$ cat src/rtl/scc_bus_interface_pkg.sv
// Shared types and constants for the SCC slot bus front end.
package scc_bus_interface_pkg;

  localparam int unsigned A_W      = 15;
  localparam int unsigned D_W      = 8;
  localparam int unsigned RD_CNT_W = 3;
  localparam int unsigned WARM_W   = 3;

  typedef enum logic [1:0] {
    IDLE   = 2'd0,
    WR_ACT = 2'd1,
    RD_ACT = 2'd2
  } bus_state_e;

  // Address/data captured on a request edge
  typedef struct packed {
    logic [A_W-1:0] a;
    logic [D_W-1:0] d;
  } bus_req_t;

  // Saturating increment for the read-cycle counter
  function automatic logic [RD_CNT_W-1:0] cnt_sat_inc(input logic [RD_CNT_W-1:0] c);
    return (&c) ? c : c + RD_CNT_W'(1);
  endfunction

endpackage

$ cat src/rtl/scc_bus_interface_sync.sv
// Single-bit multi-flop synchronizer; presets to 1 so strobes read inactive.
module scc_bus_interface_sync #(
  parameter int unsigned STAGES = 2
) (
  input  logic clk,
  input  logic nreset,
  input  logic din,
  output logic dout
);

  logic [STAGES-1:0] sync_q;
  logic [STAGES-1:0] sync_d;

  // Shift the async input down the chain
  always_comb begin
    sync_d = {sync_q[STAGES-2:0], din};
  end

  // Chain register, preset to inactive (high)
  always_ff @(posedge clk or negedge nreset) begin
    if (!nreset) sync_q <= '1;
    else         sync_q <= sync_d;
  end

  assign dout = sync_q[STAGES-1];

endmodule

$ cat src/rtl/scc_bus_interface.sv
// MSX slot strobe front end for scc_core: synchronizes /SLTSL,/RD,/WR,
// issues one-cycle requests and drives read data back with a registered OE.
module scc_bus_interface
  import scc_bus_interface_pkg::*;
#(
  parameter int unsigned SYNC_STAGES = 2,
  parameter int unsigned RD_LATENCY  = 2
) (
  input  logic           clk,
  input  logic           nreset,
  input  logic           slot_nsltsl,
  input  logic           slot_nrd,
  input  logic           slot_nwr,
  input  logic [A_W-1:0] slot_a,
  input  logic [D_W-1:0] slot_d_in,
  output logic [D_W-1:0] slot_d_out,
  output logic           slot_d_oe,
  input  logic [D_W-1:0] q,
  input  logic           ext_mem_ncs,
  output logic           wrreq,
  output logic           rdreq,
  output logic           wr_active,
  output logic           rd_active,
  output logic [A_W-1:0] a,
  output logic [D_W-1:0] d
);

  logic s_sel, s_rd, s_wr;

  scc_bus_interface_sync #(.STAGES(SYNC_STAGES)) u_sync_sel (
    .clk(clk), .nreset(nreset), .din(slot_nsltsl), .dout(s_sel));
  scc_bus_interface_sync #(.STAGES(SYNC_STAGES)) u_sync_rd (
    .clk(clk), .nreset(nreset), .din(slot_nrd), .dout(s_rd));
  scc_bus_interface_sync #(.STAGES(SYNC_STAGES)) u_sync_wr (
    .clk(clk), .nreset(nreset), .din(slot_nwr), .dout(s_wr));

  bus_state_e          state_q, state_d;
  logic [RD_CNT_W-1:0] cnt_q, cnt_d;
  logic [WARM_W-1:0]   warm_q, warm_d;
  logic                prev_rd_q, prev_rd_d;
  logic                prev_wr_q, prev_wr_d;
  bus_req_t            req_q, req_d;
  logic                wrreq_q, wrreq_d;
  logic                rdreq_q, rdreq_d;
  logic                wr_active_q, wr_active_d;
  logic                rd_active_q, rd_active_d;
  logic [D_W-1:0]      dout_q, dout_d;
  logic                oe_q, oe_d;
  logic                edge_en, wr_fall, rd_fall;

  // Edge detection stays off until the preset synchronizer contents have
  // flushed, so a strobe held low across reset release is not a falling edge.
  always_comb begin
    edge_en = (warm_q == WARM_W'(SYNC_STAGES + 1));
    wr_fall = edge_en && prev_wr_q && !s_wr;
    rd_fall = edge_en && prev_rd_q && !s_rd;
  end

  // Next-state and registered-output logic
  always_comb begin
    state_d   = state_q;
    cnt_d     = '0;
    warm_d    = edge_en ? warm_q : warm_q + WARM_W'(1);
    prev_rd_d = s_rd;
    prev_wr_d = s_wr;
    req_d     = req_q;
    wrreq_d   = 1'b0;
    rdreq_d   = 1'b0;
    dout_d    = dout_q;

    case (state_q)
      IDLE: begin
        if (!s_sel && wr_fall && s_rd) begin
          state_d   = WR_ACT;
          wrreq_d   = 1'b1;
          req_d.a   = slot_a;
          req_d.d   = slot_d_in;
        end else if (!s_sel && rd_fall && s_wr) begin
          state_d   = RD_ACT;
          rdreq_d   = 1'b1;
          req_d.a   = slot_a;
        end
      end
      WR_ACT: begin
        if (s_wr || s_sel) state_d = IDLE;
      end
      RD_ACT: begin
        dout_d = q;
        if (s_rd || s_sel) state_d = IDLE;
        else               cnt_d   = cnt_sat_inc(cnt_q);
      end
      default: state_d = IDLE;
    endcase

    wr_active_d = (state_d == WR_ACT);
    rd_active_d = (state_d == RD_ACT);
    oe_d        = (state_d == RD_ACT) && (cnt_d >= RD_CNT_W'(RD_LATENCY)) && ext_mem_ncs;
  end

  // State and output registers
  always_ff @(posedge clk or negedge nreset) begin
    if (!nreset) begin
      state_q     <= IDLE;
      cnt_q       <= '0;
      warm_q      <= '0;
      prev_rd_q   <= 1'b1;
      prev_wr_q   <= 1'b1;
      req_q       <= '0;
      wrreq_q     <= 1'b0;
      rdreq_q     <= 1'b0;
      wr_active_q <= 1'b0;
      rd_active_q <= 1'b0;
      dout_q      <= '0;
      oe_q        <= 1'b0;
    end else begin
      state_q     <= state_d;
      cnt_q       <= cnt_d;
      warm_q      <= warm_d;
      prev_rd_q   <= prev_rd_d;
      prev_wr_q   <= prev_wr_d;
      req_q       <= req_d;
      wrreq_q     <= wrreq_d;
      rdreq_q     <= rdreq_d;
      wr_active_q <= wr_active_d;
      rd_active_q <= rd_active_d;
      dout_q      <= dout_d;
      oe_q        <= oe_d;
    end
  end

  assign wrreq      = wrreq_q;
  assign rdreq      = rdreq_q;
  assign wr_active  = wr_active_q;
  assign rd_active  = rd_active_q;
  assign a          = req_q.a;
  assign d          = req_q.d;
  assign slot_d_out = dout_q;
  assign slot_d_oe  = oe_q;

endmodule

$ cat config.mk
export PLATFORM = sky130hd
export DESIGN_NAME = scc_bus_interface
export DESIGN_NICKNAME = d
export VERILOG_FILES = /design/src/rtl/scc_bus_interface_pkg.sv /design/src/rtl/scc_bus_interface_sync.sv /design/src/rtl/scc_bus_interface.sv
export SDC_FILE = /design/constraint.sdc
export NUM_CORES = 1
export LEC_CHECK = 0
export BUFFER_PORTS_ARGS = -buffer_cell sky130_fd_sc_hd__buf_2
export CAP_MARGIN = 10
export CORE_MARGIN = 5
export CORE_UTILIZATION = 52
export DETAILED_ROUTE_END_ITERATION = 10
export PLACE_DENSITY_LB_ADDON = 0.05
export SYNTH_ARGS = -nofsm -noshare
export SYNTH_HDL_FRONTEND = slang
export SYNTH_SLANG_ARGS = --single-unit
$ cat constraint.sdc
create_clock -name clk -period 4.5 [get_ports clk]
set_input_delay 0.45 -clock clk [delete_from_list [all_inputs] [get_ports clk]]
set_output_delay 0.45 -clock clk [all_outputs]
set_load 0.05 [all_outputs]
# Word-level counts from Yosys, hierarchy flattened
# Index checks and enable logic that the tools add are counted.
# W data, S select, Z words.
[word_totals]
ff_bits = 52
in_bits = 37
output_inout_bits = 36
word_cells = 59
[classes]
n_addsub = 2
magnitude_cmp = 1
eq_ne = 5
mux = 15
n_reduce_logical = 20
[ops]
columns = ["operator", "count"]
rows = [
  ["$mux W15", 2],
  ["$logic_and A1 B1 Y1", 10],
  ["$mux W3", 3],
  ["$mux W2", 4],
  ["$add A3 B1 Y3 const B", 2],
  ["$pmux W2 S3", 1],
  ["$mux W1", 5],
  ["$eq A2 B1 Y1 const B", 2],
  ["$eq A2 B2 Y1 const B", 2],
  ["$reduce_and A2 Y1", 2],
  ["$eq A3 B2 Y1 const B", 1],
  ["$ge A3 B2 Y1 const B", 1],
  ["$logic_not A1 Y1", 3],
  ["$reduce_and A3 Y1", 1],
  ["$logic_not A2 Y1", 1],
  ["$logic_or A1 B1 Y1", 2],
  ["$reduce_bool A2 Y1", 1],
]

# Longest topological paths before layout
# Gate-level depths: netlist of run 1.
[logic_depth]
word_depth = 11
mapped_depth = 7
mapped_depth_nobuf = 5

# Cells and area by module
# A second synthesis of run 1 with hierarchy kept.
[unflattened]
hier_cells = 118
hier_area_um2 = 1944.4
[by_module_without_submodules]
columns = ["mod", "n_inst", "cells_each", "area_per_inst_um2", "seq_area_each_um2"]
rows = [
  ["scc_bus_interface", 1, 112, 1786.7, 1153.6],
  ["scc_bus_interface_sync", 3, 2, 52.6, 52.6],
]

# Worst setup path before layout of run 1
# No wires, ideal clock.
[synth_path]
path_type = "reg2reg"
start = "reg warm_q[0]"
end = "reg req_q, in the netlist a[10]"
setup_time_ns = 0.125
t_arrival_ns = 1.983
required_time_ns = 4.375
setup_slack_ns = 2.392
path_stages_with_launch = 8
n_path_buf = 2
synth_period_minus_slack_ns = 2.108
path_cell_list = "dfrtp_1 > ha_1 > ha_1 > or4b_1 > buf_2 > a21oi_4 > buf_12 > mux2_4"
[synth_between]
elab_chain_len = 7
word_cells_on_any_way = 12
cone_classes = "eq/ne (1); mux (1); reduce/logical (10)"
[synth_rtl]
columns = ["element", "line", "source"]
rows = [
  ["start: declaration", "scc_bus_interface.sv:39", "logic [WARM_W-1:0] warm_q, warm_d;"],
  ["start signal: assignment", "scc_bus_interface.sv:118", "warm_q <= warm_d;"],
  ["$eq A3 B2 Y1 (*)", "scc_bus_interface.sv:54", "edge_en = (warm_q == WARM_W'(SYNC_STAGES + 1));"],
  ["$logic_and A1 B1 Y1 (on tied branches) (2 in a row)", "scc_bus_interface.sv:55, scc_bus_interface.sv:56", ""],
  ["$logic_and A1 B1 Y1 (on tied branches) (2 in a row)", "scc_bus_interface.sv:73, scc_bus_interface.sv:78", ""],
  ["$reduce_bool A2 Y1 (no source line)", "n/a", ""],
  ["$reduce_and A2 Y1 (no source line)", "n/a", ""],
  ["end signal: assignment", "scc_bus_interface.sv:121", "req_q <= req_d;"],
  ["end: declaration", "scc_bus_interface.sv:42", "bus_req_t req_q, req_d;"],
]
# Mark *: on every way between the ends. The rest lies on a longest branch, timed or not.
# A chain may end at the register's enable or synchronous reset.

# Worst setup path in the final report of run 1
[layout_path]
start = "reg warm_q[0]"
end = "reg req_q, in the netlist a[1]"
# The elaborated chain is that of the path after synthesis.

==> results of run 1 <==
==> sequential cells by signal (all words and copies together) (netlist names) <==
signal / count
a: 15
cnt_q: 3
d: 8
prev_rd_q: 1
prev_wr_q: 1
rd_active: 1
rdreq: 1
slot_d_oe: 1
slot_d_out: 8
state_q: 2
u_sync_rd.sync_q: 2
u_sync_sel.sync_q: 2
u_sync_wr.sync_q: 2
warm_q: 3
wr_active: 1
wrreq: 1
==> cell usage after synthesis (2+ instances only) <==
master / number / area (um^2)
clkbuf_1: 2 / 7.51
nor4_1: 2 / 12.5
ha_1: 3 / 37.5
dfrtp_1: 44 / 1100
mux2_4: 10 / 150
nor2_1: 5 / 18.8
dfstp_2: 8 / 210
xnor2_1: 2 / 17.5
mux2_2: 22 / 248
o21ai_0: 3 / 15.0
nand2_1: 3 / 11.3
nand3b_1: 2 / 15.0
==> stage by stage <==
step | instance area, um^2 | power, W | worst slack [ns] | std cells
after floorplan | 1950 | 0.000953 | 2.39 | 118
after global placement | 2330 | 0.00106 | 2.12 | 234
after detailed placement | 2330 | 0.00107 | 2.03 | 234
after CTS | 2430 | 0.00135 | 2.02 | 242
after global routing | 2450 | 0.00141 | 1.89 | 243
final | 2450 | 0.00134 | 2.04 | 243
==> layout by cell type, fill, tap and decap left out, types with 2 or more instances in the layout <==
cell type  count
o21ai_0        3
nor2_1         5
nand3b_1       2
nor4_1         2
xnor2_1        2
ha_1           3
nand2_1        3
dfstp_2        8
mux2_4        10
buf_2         72
dfrtp_1       44
clkbuf_8       7
mux2_2        22
==> metal layers <==
metal | track usage [%] | part of all wire [%] | vias up
met5 | 0 | 0 | -
met4 | 4.38 | 0.69 | 0
li1 | - | - | 558
met3 | 5.97 | 8.1 | 4
met2 | 25.0 | 48 | 47
met1 | 19.2 | 43 | 572
==> kinds of logic (layout without fill, tap and decap cells) <==
group           count (synthesis)  count (layout)  synth area share [%]
fa+ha+maj                       3               3                  1.93
buf+inv                         5              82                  1.86
mux                            32              32                  20.4
xor+xnor                        2               2                 0.900
compound gates                  7               7                  2.57
flops                          52              52                  67.4
simple gates                   17              17                  4.95
==> power by group <==
part | internal, W | leakage [nW] | switching [W]
clock network | 0.000140 | 0.0515 | 0.000139
registers | 0.000549 | 0.621 | 0.0000390
logic | 0.000134 | 0.525 | 0.000341
==> worst max-delay path by stage <==
stage,endpoint,cells past startpoint,slack (ns)
2_1_floorplan,a[10],7,2.39
3_3_place_gp,a[2],5,2.12
3_5_place_dp,a[1],5,2.03
4_1_cts,a[1],5,2.02
5_1_grt,a[2],5,1.89
6_report,a[1],5,2.04
==> cell type report <==
class	count	area (um^2)
sequential	52	1310
fill	275	1180
multi-input combinational	61	599
timing repair buffer	73	380
clock buffer	8	100
tap	48	60.1
inverter	1	3.75
==> impl_metrics.yaml, run 1 <==
run_status:
  outcome: "completed"
place:
  io_buffers: 72
  dp_hpwl_mm: 2.68
  gp_congestion: 0.762
worst_setup_path:
  cp_data_required_time_ns: 4.69
  crit_buf_inv: 0
  rr_endpoint: "a[1]"
  worstSetupPathType: "flip-flop to flip-flop"
  path_max_fanout: 15
  cp-startpoint: "warm_q[0]"
  end_kind: "flip-flop"
  max_stage_delay_ns: 0.61
  ff2ff_setup_slack_ns: 2.04
  crit_slowest_cell: "or4b_1"
  reg2regPathDepth: 5
  start_kind: "flip-flop"
  crit_family: "simple AND/OR/NAND/NOR gates"
  critPathMostFrequentCell: "ha_1"
  rr_startpoint: "warm_q[0]"
  critPathArrivalTime_ns: 2.64
  crit_chain: "ha_1 > ha_1 > or4b_1 > a21oi_4 > mux2_2"
finish:
  diodes: 0
  fin_nets: 234
  fin_util_pct: 67.6
  area_growth_syn_to_layout_pct: 26.1
  drive_above_1_share_pct: 62.6
route:
  routed-via-count: 1181
  drc: 0
  via_per_inst: 4.86
  ant_nets: 0
  drt_first_pass_iters: 4
  wire_per_inst_um: 14.9
  drt_iter0_markers: 48
  wl_mm: 3.63
clock_tree:
  h-tree-depth: 2
  cts_tree: "done"
  clk_pin_slew_ns: 0.09
  cts_sinks: 52
  cts-resized-gates: 0
  cts_buffers: 5
  worstSkewPairLatency_ns: 0.30
  cts_setup_buffers: 0
  cts_root_buf: "clkbuf_8"
  cts_buffer_depth: 2
  hold_buffers: 0
sta:
  fin_skew_ns: 0.00568
  finalCritPeriodShare_pct: 54.6
  tightest_slew_ns: 0.608
  slew_headroom_pct: 59.4
  fmax_ghz: 0.407
  post-route-min-period_ns: 2.46
  drv_slew: 0
  rsz0062_at_grt: "no"
  hold_violations: 0
  setup_viol: 0
  tns_ns: 0
  whs_ns: 0.0138
global_routing:
  first_global_vias: 1259
  grt_overflow_total: 0
  antenna_found_initial: 0
  grt_pass1_wl_mm: 6.09
  grt_max_degree: 53
  grt_usage_pct: 15.4
logic_synthesis:
  synthFlopType: "dfrtp_1"
  synth_area_um2: 1950
  syn_inst: 118
  synth_edf_count: 0
  synth.avg_cell_area_um2: 16.5
  ys_seq_elements: 52
  syn-num-nets: 158
  ys_warn_count: 0
  seq_area_frac_synth_pct: 67.4
  synthDistinctLibCells: 24
  synth-async-reset-ratio_pct: 100
floorplan:
  fp.coreArea_um2: 3630
  die_w_um: 71.2
  die_h_um: 71.2
  die_area_um2: 5070
  initial_core_util_pct: 53.6
  io_pins: 73
  rows: 22
min_path:
  hold_class: "input pin to asynchronous set/reset pin"
power:
  leakage_nw: 1.20
  vdd.ir_drop.worst_v: 0.000362
  p_per_area_nw_per_um2: 547
run:
  drv_cap: 0
(Power assumes the default switching activity.)
==> inputs of run 2 (changes only) <==
ABC_AREA = 1   (was default)
CORE_UTILIZATION = 48   (was 52)
clock period = 2.3 ns   (was 4.5 ns; I/O delays follow)
==> impl_metrics.yaml, run 2 <==
sta:
  setup_viol: 0
  slew_headroom_pct: 43.8
  fin_ws_ns: 0.461
  fmax_ghz: 0.544
  hold_violations: 0
  fin_skew_ns: 0.00281
  tightest_slew_ns: 0.842
  post-route-min-period_ns: 1.84
  rsz0062_at_grt: "no"
  drv_slew: 0
  finalCritPeriodShare_pct: 80.0
  tns_ns: 0
route:
  ant_nets: 0
  drt_iter0_markers: 54
  via_per_inst: 4.63
  drc: 0
  routed-via-count: 1430
  wire_per_inst_um: 11.8
  wl_mm: 3.64
  drt_first_pass_iters: 2
place:
  gp_congestion: 0.703
  dp_slack_ns: 0.461
  dp_hpwl_mm: 2.71
  io_buffers: 72
global_routing:
  antenna_found_initial: 0
  grt_usage_pct: 14.2
  first_global_vias: 1406
  grt_max_degree: 41
  grt_pass1_wl_mm: 5.95
  grt_overflow_total: 0
logic_synthesis:
  synthDistinctLibCells: 20
  synth_area_um2: 1990
  syn-num-nets: 221
  synth.avg_cell_area_um2: 11.0
  synth-async-reset-ratio_pct: 100
  syn_inst: 181
  ys_seq_elements: 52
  synthTopCellsByCount: "nand2_1, dfrtp_1, nand3_1"
  ys_warn_count: 0
  yosysMostFrequentCell: "nand2_1"
  yosys.area.top_type_share_pct: 55.5
  yosysTopAreaCell: "dfrtp_1"
  seq_area_frac_synth_pct: 66.0
  synth_area_leaders: "dfrtp_1, nand2_1, dfstp_2"
  synthFlopType: "dfrtp_1"
  synth_edf_count: 0
power:
  p_per_area_nw_per_um2: 1010
  p_total_w: 0.00252
  leakage_nw: 1.38
  vdd.ir_drop.worst_v: 0.000471
finish:
  area_growth_syn_to_layout_pct: 25.1
  layout_commonest_cell: "buf_2"
  fin_nets: 298
  diodes: 0
  final_cell_mix: "buf_2, nand2_1, dfrtp_1, nand3_1, inv_1"
  drive_above_1_share_pct: 40.5
  largest_reg_flops: 15
run:
  drv_cap: 0
floorplan:
  initial_core_util_pct: 49.6
  die_h_um: 74.3
  io_pins: 73
  fp.coreArea_um2: 4000
  die_area_um2: 5520
  die_w_um: 74.3
  rows: 23
clock_tree:
  cts_sinks: 52
  cts_setup_buffers: 0
  hold_buffers: 0
  cts-resized-gates: 0
  h-tree-depth: 2
  cts_tree: "done"
  cts_root_buf: "clkbuf_8"
  cts_buffer_depth: 2
  cts_buffers: 5
  clk_pin_slew_ns: 0.08
  worstSkewPairLatency_ns: 0.30
worst_setup_path:
  end_kind: "flip-flop"
  cp_data_required_time_ns: 2.50
  start_kind: "flip-flop"
  worstSetupPathType: "flip-flop to flip-flop"
  reg2regPathDepth: 8
  path_max_fanout: 27
  critPathArrivalTime_ns: 2.04
run_status:
  outcome: "completed"
min_path:
  hold_class: "input pin to flip-flop"
  min_path_cells: 1
## run 2: path summary, 6_finish.rpt
| kind | start | end | slack (ns) |
|---|---|---|---|
| min | slot_nrd | u_sync_rd.sync_q[0] | 0.02 |
| max | warm_q[0] | d[2] | 0.46 |
| min in group asynchronous | nreset | cnt_q[0] | 0.03 |
| min reg2reg | u_sync_sel.sync_q[0] | u_sync_sel.sync_q[1] | 0.36 |
| max in group asynchronous | nreset | a[14] | 1.63 |
| max reg2reg | warm_q[0] | d[2] | 0.46 |
## run 2: power breakdown
group	leakage, nW	internal [W]	switching [W]
logic	0.709	0.000204	0.000659
clock network	0.0455	0.000246	0.000270
registers	0.624	0.00107	0.0000734
## run 2: metal layers
| layer | share of wire [%] | global-route usage (%) |
|---|---|---|
| met5 | 0 | 0 |
| met2 | 47 | 23.0 |
| met3 | 7.9 | 4.46 |
| met1 | 43 | 17.1 |
| met4 | 1.8 | 7.11 |
## run 2: cell type report
cell class	instances	area (um^2)
fill	367	1520
sequential	52	1310
multi-input combinational	112	596
timing repair buffer	74	375
clock buffer	8	90.1
tap	50	62.6
inverter	13	48.8
## run 2: worst max-delay path, cell delays in order, from the launching register on
cell and delay (ns):
dfrtp_1 0.40, ha_1 0.20, ha_1 0.25, nand2_1 0.10, nor2_2 0.05, nand3_4 0.22, clkinv_1 0.31, nand2_1 0.13
nand2_1 0.06
## run 2: cell families (layout without fill, tap and decap cells)
logic type | Yosys count | after routing | synth area share, %
AOI/OAI and AO/OA | 4 | 4 | 1.01
xor gates and xnor gates | 1 | 1 | 0.441
adders and majority gates | 3 | 3 | 1.89
buffers and inverters | 17 | 95 | 3.97
DFF | 52 | 52 | 66.0
muxes | 9 | 9 | 5.10
and+or+nand+nor | 95 | 95 | 21.6
## run 2: per-stage QoR
step | area (um^2) | util (%) | instances | hold WS [ns]
6_report | 2480 | 62.1 | 309 | 0.0179
5_1_grt | 2480 | 62.1 | 309 | 0.000941
4_1_cts | 2480 | 62.1 | 309 | 0.00401
3_5_place_dp | 2390 | 59.8 | 301 | 0.336
3_3_place_gp | 2390 | 59.8 | 301 | 0.336
2_1_floorplan | 1990 | - | 181 | -0.0656
==> inputs of run 3 (changes only) <==
clock period = 1.9 ns   (was 2.3 ns; I/O delays follow)
==> impl_metrics.yaml, run 3 (synthesis results as in run 2) <==
clock_tree:
  hold_buffers: 3
  clk_pin_slew_ns: 0.08
  cts_tree: "done"
  cts_setup_buffers: 0
  worstSkewPairLatency_ns: 0.30
  cts_buffer_depth: 2
  h-tree-depth: 2
  cts_root_buf: "clkbuf_8"
  cts-resized-gates: 0
  cts_buffers: 5
  cts_sinks: 52
worst_setup_path:
  critPathArrivalTime_ns: 1.85
  critPathMostFrequentCell: "nand2_1"
  path_max_fanout: 11
  max_stage_delay_ns: 0.40
  worstSetupPathType: "flip-flop to flip-flop"
  cp_data_required_time_ns: 2.09
  crit_chain: "ha_1 > ha_1 > nand2_1 > nor2_2 > nand3_4 > clkinv_1 > nand2_1 > nand2_1"
  end_kind: "flip-flop"
  start_kind: "flip-flop"
  crit_slowest_cell: "dfrtp_1"
sta:
  rsz0062_at_grt: "no"
  fin_skew_ns: 0.00930
  hold_violations: 31
  finalCritPeriodShare_pct: 87.1
  setup_viol: 0
  slew_headroom_pct: 59.3
  tightest_slew_ns: 0.611
  fmax_ghz: 0.605
  tns_ns: 0
  whs_ns: -0.00964
  post-route-min-period_ns: 1.65
  drv_slew: 0
global_routing:
  grt_usage_pct: 14.5
  grt_pass1_wl_mm: 5.98
  grt_max_degree: 53
  first_global_vias: 1399
  antenna_found_initial: 0
  grt_overflow_total: 0
route:
  routed-via-count: 1439
  drt_first_pass_iters: 4
  ant_nets: 0
  via_per_inst: 4.60
  wl_mm: 3.63
  drc: 0
  drt_iter0_markers: 68
  wire_per_inst_um: 11.6
place:
  io_buffers: 72
  dp_hpwl_mm: 2.62
  gp_congestion: 0.711
finish:
  n_fill_cell: 351
  layout_commonest_cell: "buf_2"
  drive_above_1_share_pct: 39.9
  fin_util_pct: 62.8
  largest_reg_flops: 15
  regArea_um2: 1310
  final_cell_mix: "buf_2, nand2_1, dfrtp_1, nand3_1, inv_1"
  fin_nets: 302
  multi_input_area_um2: 596
  area_growth_syn_to_layout_pct: 26.5
  diodes: 0
power:
  leakage_nw: 1.40
  pwr-share-seq_pct: 45.6
  p_per_area_nw_per_um2: 1210
  p_comb_share_pct: 35.4
  vdd.ir_drop.worst_v: 0.000735
  p_sw_share_pct: 40.2
  p_int_w: 0.00182
  switchingPower_w: 0.00122
  pwr-share-clk_pct: 19.0
floorplan:
  io_pins: 73
  die_area_um2: 5520
  die_h_um: 74.3
  rows: 23
  die_w_um: 74.3
  fp.coreArea_um2: 4000
  initial_core_util_pct: 49.6
run:
  drv_cap: 0
run_status:
  violations: "hold timing"
  outcome: "complete, but fails checks"
min_path:
  hold_class: "input pin to asynchronous set/reset pin"
run 3: cell count changes in the layout (fill, tap and decap cells not counted), sizes merged:
| cell | before | now |
|---|---|---|
| buf | 74 | 75 |
| dlygate4sd3 | 0 | 3 |
run 3: worst paths after layout:
kind	startpoint	to	slack [ns]	cells after the start
worst max-delay path	warm_q[0]	d[7]	0.25	8
min in group clk	slot_a[14]	a[14]	0.08	3
worst min-delay path	nreset	a[3]	-0.01	2
worst min register to register	u_sync_wr.sync_q[0]	u_sync_wr.sync_q[1]	0.36	0
worst max register to register	warm_q[0]	d[7]	0.25	8
max in group asynchronous	nreset	slot_d_out[0]	1.51	2
run 3: worst max-delay path: cells and delay by family, from the launching register on:
family        cells  cell delay [ns]
fa+ha+maj         2             0.46
simple gates      5             0.46
buf+inv           1             0.24
flops             1             0.40
run 3: power groups by stage:
stage | clock network, W | logic (W) | registers (W)
3_3_place_gp | 0 | 0.00108 | 0.00141
3_5_place_dp | 0 | 0.00108 | 0.00140
2_1_floorplan | 0 | 0.000166 | 0.00193
5_1_grt | 0.000650 | 0.00114 | 0.00141
6_report | 0.000577 | 0.00108 | 0.00138
4_1_cts | 0.000608 | 0.00109 | 0.00139
run 3: layer usage:
metal | up-vias | wire [um] | global-route usage (%)
met5 | - | 0 | 0
met4 | 0 | 63 | 5.93
met3 | 5 | 299 | 5.14
met2 | 42 | 1680 | 23.7
met1 | 663 | 1590 | 17.7
li1 | 729 | - | -
run 3: layout make-up:
cell class / count / area share, %
Sequential cell: 52 / 52.2
Multi-Input combinational cell: 112 / 23.7
Timing Repair Buffer: 78 / 16.4
Clock buffer: 8 / 3.19
Tap cell: 50 / 2.49
Inverter: 13 / 1.94
run 3: stage by stage:
stage / worst slack, ns / std cells / total power (W) / cell area [um^2] / hold WS, ns
floorplan: 0.415 / 181 / 0.00209 / 1990 / -0.106
global placement: 0.281 / 302 / 0.00249 / 2400 / 0.297
detailed placement: 0.242 / 302 / 0.00249 / 2400 / 0.298
CTS: 0.227 / 313 / 0.00308 / 2510 / 0.00759
global route: 0.0842 / 313 / 0.00320 / 2510 / 0.0451
finish: 0.246 / 313 / 0.00304 / 2510 / -0.00964
